### config.mk
export PLATFORM = sky130hd
export DESIGN_NAME = timer_device
export DESIGN_NICKNAME = d
export VERILOG_FILES = /design/src/rtl/timer_device.sv
export SDC_FILE = /design/constraint.sdc
export NUM_CORES = 1
export LEC_CHECK = 0
export CAP_MARGIN = 20
export CORE_UTILIZATION = 54
export CTS_CLUSTER_SIZE = 30
export DETAILED_ROUTE_END_ITERATION = 10
export GPL_ROUTABILITY_DRIVEN = 0
export HOLD_SLACK_MARGIN = 0.1
export PLACE_DENSITY_LB_ADDON = 0.25
export SETUP_SLACK_MARGIN = 0.4
export SYNTH_ARGS = -nofsm -noshare
export SYNTH_HDL_FRONTEND = slang
export SYNTH_SLANG_ARGS = --single-unit
export TNS_END_PERCENT = 100
### constraint.sdc
create_clock -name clk -period 4.1 [get_ports clk]
set_clock_uncertainty 0.2 [all_clocks]
set_input_delay 0.41 -clock clk [delete_from_list [all_inputs] [get_ports clk]]
set_output_delay 0.41 -clock clk [all_outputs]
set_load 0.02 [all_outputs]
### src/rtl/timer_device.sv
`timescale 1ns/1ps
// timer_device
// Memory-mapped down-counter peripheral on the CPU data-memory port.
// Optional feature macro: TIMER_PRESCALE_EN (adds the PRESCALE register at offset 3).
//
// Ports:
//   clk     in   system clock
//   reset   in   asynchronous active-high reset
//   Sel     in   device selected (external address decode)
//   Adr     in   byte address, only Adr[3:2] decoded
//   WE      in   store strobe (qualified by Sel)
//   ByteEN  in   byte-lane enables for the store
//   DataW   in   lane-aligned store data
//   DataR   out  combinational read data (0 when Sel=0)
//   IRQ     out  interrupt request = IM & irq flag
//
// Register map (Adr[3:2]): 0 CTRL {IM, Mode[1:0], En}, 1 PRESET, 2 COUNT (RO),
// 3 PRESCALE when TIMER_PRESCALE_EN, otherwise reserved (reads 0).
module timer_device #(
    parameter int CNT_W      = 32,
    parameter int PRESCALE_W = 8
) (
    input  logic        clk,
    input  logic        reset,
    input  logic        Sel,
    input  logic [31:0] Adr,
    input  logic        WE,
    input  logic [3:0]  ByteEN,
    input  logic [31:0] DataW,
    output logic [31:0] DataR,
    output logic        IRQ
);

    typedef enum logic [1:0] {IDLE, LOAD, CNT, INT} state_t;

    localparam logic [CNT_W-1:0] CNT_ONE = {{(CNT_W-1){1'b0}}, 1'b1};

    state_t           state_q, state_d;
    logic [3:0]       ctrl_q, ctrl_d;
    logic [CNT_W-1:0] preset_q, preset_d;
    logic [CNT_W-1:0] count_q, count_d;
    logic             irq_q, irq_d;

    logic [31:0]      lane_mask;
    logic             en, wr, wr_ctrl, wr_preset, wr_presc, wr_clears_irq;
    logic [1:0]       mode;
    logic             tick;

    // Expand byte enables to a bit mask for read-modify-write merges.
    generate
        for (genvar gi = 0; gi < 4; gi++) begin : g_lane
            assign lane_mask[8*gi +: 8] = {8{ByteEN[gi]}};
        end
    endgenerate

    assign en        = ctrl_q[0];
    assign mode      = ctrl_q[2:1];
    assign wr        = Sel & WE;
    assign wr_ctrl   = wr && (Adr[3:2] == 2'd0);
    assign wr_preset = wr && (Adr[3:2] == 2'd1);
    assign wr_presc  = wr && (Adr[3:2] == 2'd3);

    // A store to CTRL or PRESET acknowledges a latched interrupt.
    assign wr_clears_irq = wr_ctrl | wr_preset;

`ifdef TIMER_PRESCALE_EN
    logic [PRESCALE_W-1:0] presc_q, presc_d;
    logic [PRESCALE_W-1:0] pc_q, pc_d;
    logic [31:0]           presc_merge;

    // The count advances only when the prescale counter reaches PRESCALE.
    assign tick = (pc_q == presc_q);
    assign presc_merge = ({{(32-PRESCALE_W){1'b0}}, presc_q} & ~lane_mask)
                       | (DataW & lane_mask);
`else
    assign tick = 1'b1;
`endif

    logic unused_ok;
    assign unused_ok = ^{Adr[31:4], Adr[1:0], wr_presc, DataW};

    always_comb begin
        state_d  = state_q;
        ctrl_d   = ctrl_q;
        preset_d = preset_q;
        count_d  = count_q;
        irq_d    = irq_q;
`ifdef TIMER_PRESCALE_EN
        presc_d  = presc_q;
        pc_d     = pc_q;
`endif

        case (state_q)
            IDLE: begin
                if (en) state_d = LOAD;
            end
            LOAD: begin
                count_d = preset_q;
                // Ends the one-cycle pulse when arriving here from INT in mode 1.
                irq_d   = 1'b0;
                state_d = CNT;
`ifdef TIMER_PRESCALE_EN
                pc_d    = '0;
`endif
            end
            CNT: begin
                if (!en) begin
                    state_d = IDLE;
                end else if (tick) begin
`ifdef TIMER_PRESCALE_EN
                    pc_d = '0;
`endif
                    if (count_q > CNT_ONE) begin
                        count_d = count_q - CNT_ONE;
                    end else begin
                        count_d = '0;
                        state_d = INT;
                    end
                end else begin
`ifdef TIMER_PRESCALE_EN
                    pc_d = pc_q + 1'b1;
`endif
                end
            end
            INT: begin
                irq_d = 1'b1;
                if (mode == 2'd1) begin
                    state_d = LOAD;
                end else begin
                    ctrl_d[0] = 1'b0;
                    state_d   = IDLE;
                end
            end
            default: state_d = IDLE;
        endcase

        // CPU acknowledge; an expiry on the same edge keeps the flag set.
        if (wr_clears_irq && (state_q != INT)) irq_d = 1'b0;

        // CPU store applied last so it wins over the FSM's En clear.
        if (wr_ctrl && ByteEN[0]) ctrl_d = DataW[3:0];
        if (wr_preset)
            preset_d = (preset_q & ~lane_mask[CNT_W-1:0])
                     | (DataW[CNT_W-1:0] & lane_mask[CNT_W-1:0]);
`ifdef TIMER_PRESCALE_EN
        if (wr_presc) presc_d = presc_merge[PRESCALE_W-1:0];
`endif
    end

    always_ff @(posedge clk or posedge reset) begin
        if (reset) begin
            state_q  <= IDLE;
            ctrl_q   <= '0;
            preset_q <= '0;
            count_q  <= '0;
            irq_q    <= 1'b0;
`ifdef TIMER_PRESCALE_EN
            presc_q  <= '0;
            pc_q     <= '0;
`endif
        end else begin
            state_q  <= state_d;
            ctrl_q   <= ctrl_d;
            preset_q <= preset_d;
            count_q  <= count_d;
            irq_q    <= irq_d;
`ifdef TIMER_PRESCALE_EN
            presc_q  <= presc_d;
            pc_q     <= pc_d;
`endif
        end
    end

    always_comb begin
        DataR = '0;
        if (Sel) begin
            case (Adr[3:2])
                2'd0: DataR[3:0]       = ctrl_q;
                2'd1: DataR[CNT_W-1:0] = preset_q;
                2'd2: DataR[CNT_W-1:0] = count_q;
                default: begin
`ifdef TIMER_PRESCALE_EN
                    DataR[PRESCALE_W-1:0] = presc_q;
`endif
                end
            endcase
        end
    end

    assign IRQ = ctrl_q[3] & irq_q;

endmodule

==> flow_metrics.py <==
metrics = {
    "die": {
        "die_y_um": 90.54,
        "pin_count": 105,
        "die-width_um": 90.54,
        "dieArea_sq_um": 8197,
        "rows": 31,
        "initial_core_util": 0.5714,
        "core_area_sq_um": 7408,
    },
    "synthesis": {
        "synth_seq_area_share": 0.4197,
        "synthCells": 445,
        "netlist_top_cells_count": "71 x dfrtp_1, 44 x nor2_1, 38 x a22oi_1, 34 x mux2_2, 22 x clkbuf_1",
        "synth_enable_flop_cells": 0,
        "synth.most_common_cell": "dfrtp_1",
        "synth_cell_types": 53,
        "synth_ff_type": "dfrtp_1",
        "syn-num-nets": 523,
        "syn_avg_cell_area_sq_um": 9.512,
        "ys_ff_latch": 71,
        "synth_area_sq_um": 4233,
        "synth_top_area_share": 0.4197,
        "synth_warnings": 0,
        "yosys-top-cells-area": "dfrtp_1 42%, mux2_2 9.0%, a22oi_1 6.7%, nor2_1 3.9%, o21ai_0 2.4%",
        "async_reset_ff_frac": 1.000,
        "synth_largest_area_cell": "dfrtp_1",
    },
    "drt": {
        "vias": 3986,
        "first_pass_iters": 5,
        "routedWlPerCell_um": 18.90,
        "wl_um": 11510,
        "ant_nets": 0,
        "drc": 0,
        "vias_per_cell": 6.545,
        "drtIter0Drc": 392,
    },
    "status": {
        "status": "complete, no violations",
    },
    "min_path": {
        "hp-class": "input port to asynchronous set/reset pin",
    },
    "global_routing": {
        "grt_pass1_vias": 3917,
        "grt_usage": 0.2958,
        "grt-ovfl-total": 0,
        "grt_util_met1": 0.3985,
        "grt_use_met2": 0.4678,
        "grt_max_degree": 39,
        "met3_usage": 0.04461,
        "antenna_found_initial": 0,
        "grt.busiest_layer": "met2",
        "grt_pass1_wl_um": 19380,
    },
    "timing": {
        "final.period_utilization": 0.8170,
        "relSlewSlack": 0.2408,
        "tightest_slew_ns": 1.139,
        "rsz0062_at_grt": "false",
        "slew_viol_final": 0,
        "tns_ns": 0,
        "hold_viol": 0,
        "fin_crit_ns": 3.350,
        "setup_viol": 0,
        "fmax_mhz": 298.5,
    },
    "placement": {
        "portBuffers": 74,
        "dpl.hpwl_um": 7971,
    },
    "layout": {
        "nets": 583,
        "nFillCells": 570,
        "n_antenna_cell": 0,
        "drive_gt1_frac": 0.1353,
        "synthToLayoutAreaGrowth_pct": 24.27,
    },
    "power_and_ir_drop": {
        "cellLeakagePower_nw": 2.106,
        "finalPower_mw": 3.177,
        "p_per_area_nw_per_um2": 604.0,
        "vdd_drop_max_mv": 0.3610,
    },
    "critical_path": {
        "cp_max_fo": 18,
        "crit_type": "input port to output pin",
        "cpMostUsedCell": "clkdlybuf4s50_1",
        "crit_path_cell_trace": "clkdlybuf4s50_1 -> inv_1 -> ha_1 -> buf_4 -> a22oi_1 -> nor2_1 -> clkdlybuf4s50_1",
        "timing.critical_path.from_type": "input port",
        "cp.arrival_ns": 2.74,
        "setup.worst_path.end_class": "output pin",
        "critPathSlowestCell": "clkdlybuf4s50_1",
        "worst_ep_required_time_ns": 3.49,
        "crit_path_max_incr_delay_ns": 0.62,
    },
    "clock_network": {
        "cts_sinks": 71,
        "clkTransAtPathRegs_ns": 0.08,
        "holdBufCountCts": 0,
        "cts_made_buffers": 9,
        "tritoncts": "done",
        "clockRootBuffer": "clkbuf_8",
        "postCtsSetupBuffers": 0,
        "ctsResizeCount": 0,
        "cts_max_path_buffers": 2,
        "clk_latency_ns": 0.34,
        "htreeDepth": 3,
    },
    "flow_run": {
        "maxCapViolCount": 0,
    },
}
kinds of logic (layout without fill, tap and decap cells):
family | after synthesis | in the layout | synth area share
DFF | 71 | 71 | 0.4197
AOI/OAI and AO/OA | 136 | 136 | 0.2323
buffers and inverters | 54 | 119 | 0.05498
adders and majority gates | 6 | 6 | 0.01774
and+or+nand+nor | 142 | 142 | 0.1800
muxes | 36 | 36 | 0.09518
final cells by class:
class	instances	area, sq um	area share
Multi-Input combinational cell	320	2223	0.4227
Sequential cell	71	1777	0.3378
Timing Repair Buffer	84	840.8	0.1598
Clock buffer	13	158.9	0.03021
Tap cell	99	123.9	0.02355
Inverter	19	71.32	0.01356
Clock inverter	3	65.06	0.01237
power by group:
group          internal, mW  switching [mW]
sequential            0.943           0.321
clock                 0.376           0.264
combinational         0.535           0.738
total                  1.85            1.32
critical path: cells and delay by family:
kind,cells,cell delay [ns]
buffers and inverters,4,1.53
adders and majority gates,1,0.57
and+or+nand+nor,1,0.12
AOI/OAI and AO/OA,1,0.09
metal layers:
layer,vias to the layer above,part of all wire
met5,-,0
met3,28,0.078
met2,220,0.47
met4,0,0.022
li1,1815,-
met1,1923,0.43
per-stage QoR:
stage                     area (sq um)  setup slack, ns  hold WS (ns)  cells  utilization
after floorplan                   4233            1.647        0.2664    445            -
after global placement            5016           0.7724        0.2866    592       0.6771
after detailed placement          5036           0.7943        0.2923    593       0.6798
after CTS                         5260           0.7775        0.1668    609       0.7100
after global routing              5260           0.5817        0.1914    609       0.7100
final                             5260           0.7501        0.1550    609       0.7100
worst paths after layout:
check	from	end	slack [ns]	cells past startpoint
max in group asynchronous	reset	count_q[28]$_DFFE_PP0P_	2.79	4
max	Adr[2]	DataR[30]	0.75	7
max reg2reg	count_q[0]$_DFFE_PP0P_	count_q[11]$_DFFE_PP0P_	0.85	8
min reg2reg	register	count_q[22]$_DFFE_PP0P_	0.32	2
min in group clk	register	count_q[22]$_DFFE_PP0P_	0.32	2
min	reset	asynchronous set/reset pin	0.16	2
cells in the final DEF, fill, tap and decap left out, types with 3 or more instances in the layout:
master	count
dfrtp_1	71
a21boi_0	5
a22o_1	3
nand4_1	7
o22ai_1	14
and2_1	3
a31oi_1	4
nor4_1	9
a222oi_1	4
a22oi_1	38
ha_1	6
nand2b_1	4
a21oi_1	12
a221o_1	3
and3_1	5
clkbuf_8	11
inv_1	18
a32oi_1	7
nand3_1	10
nand2_1	21
nor3_1	17
mux2_2	34
nor2b_1	3
nor2_1	44
buf_4	8
nor4_4	3
clkdlybuf4s50_1	74
o2bb2ai_1	8
or4_1	5
o41ai_1	3
o21ai_0	20
No activity file was read; power rests on OpenSTA's default activity.
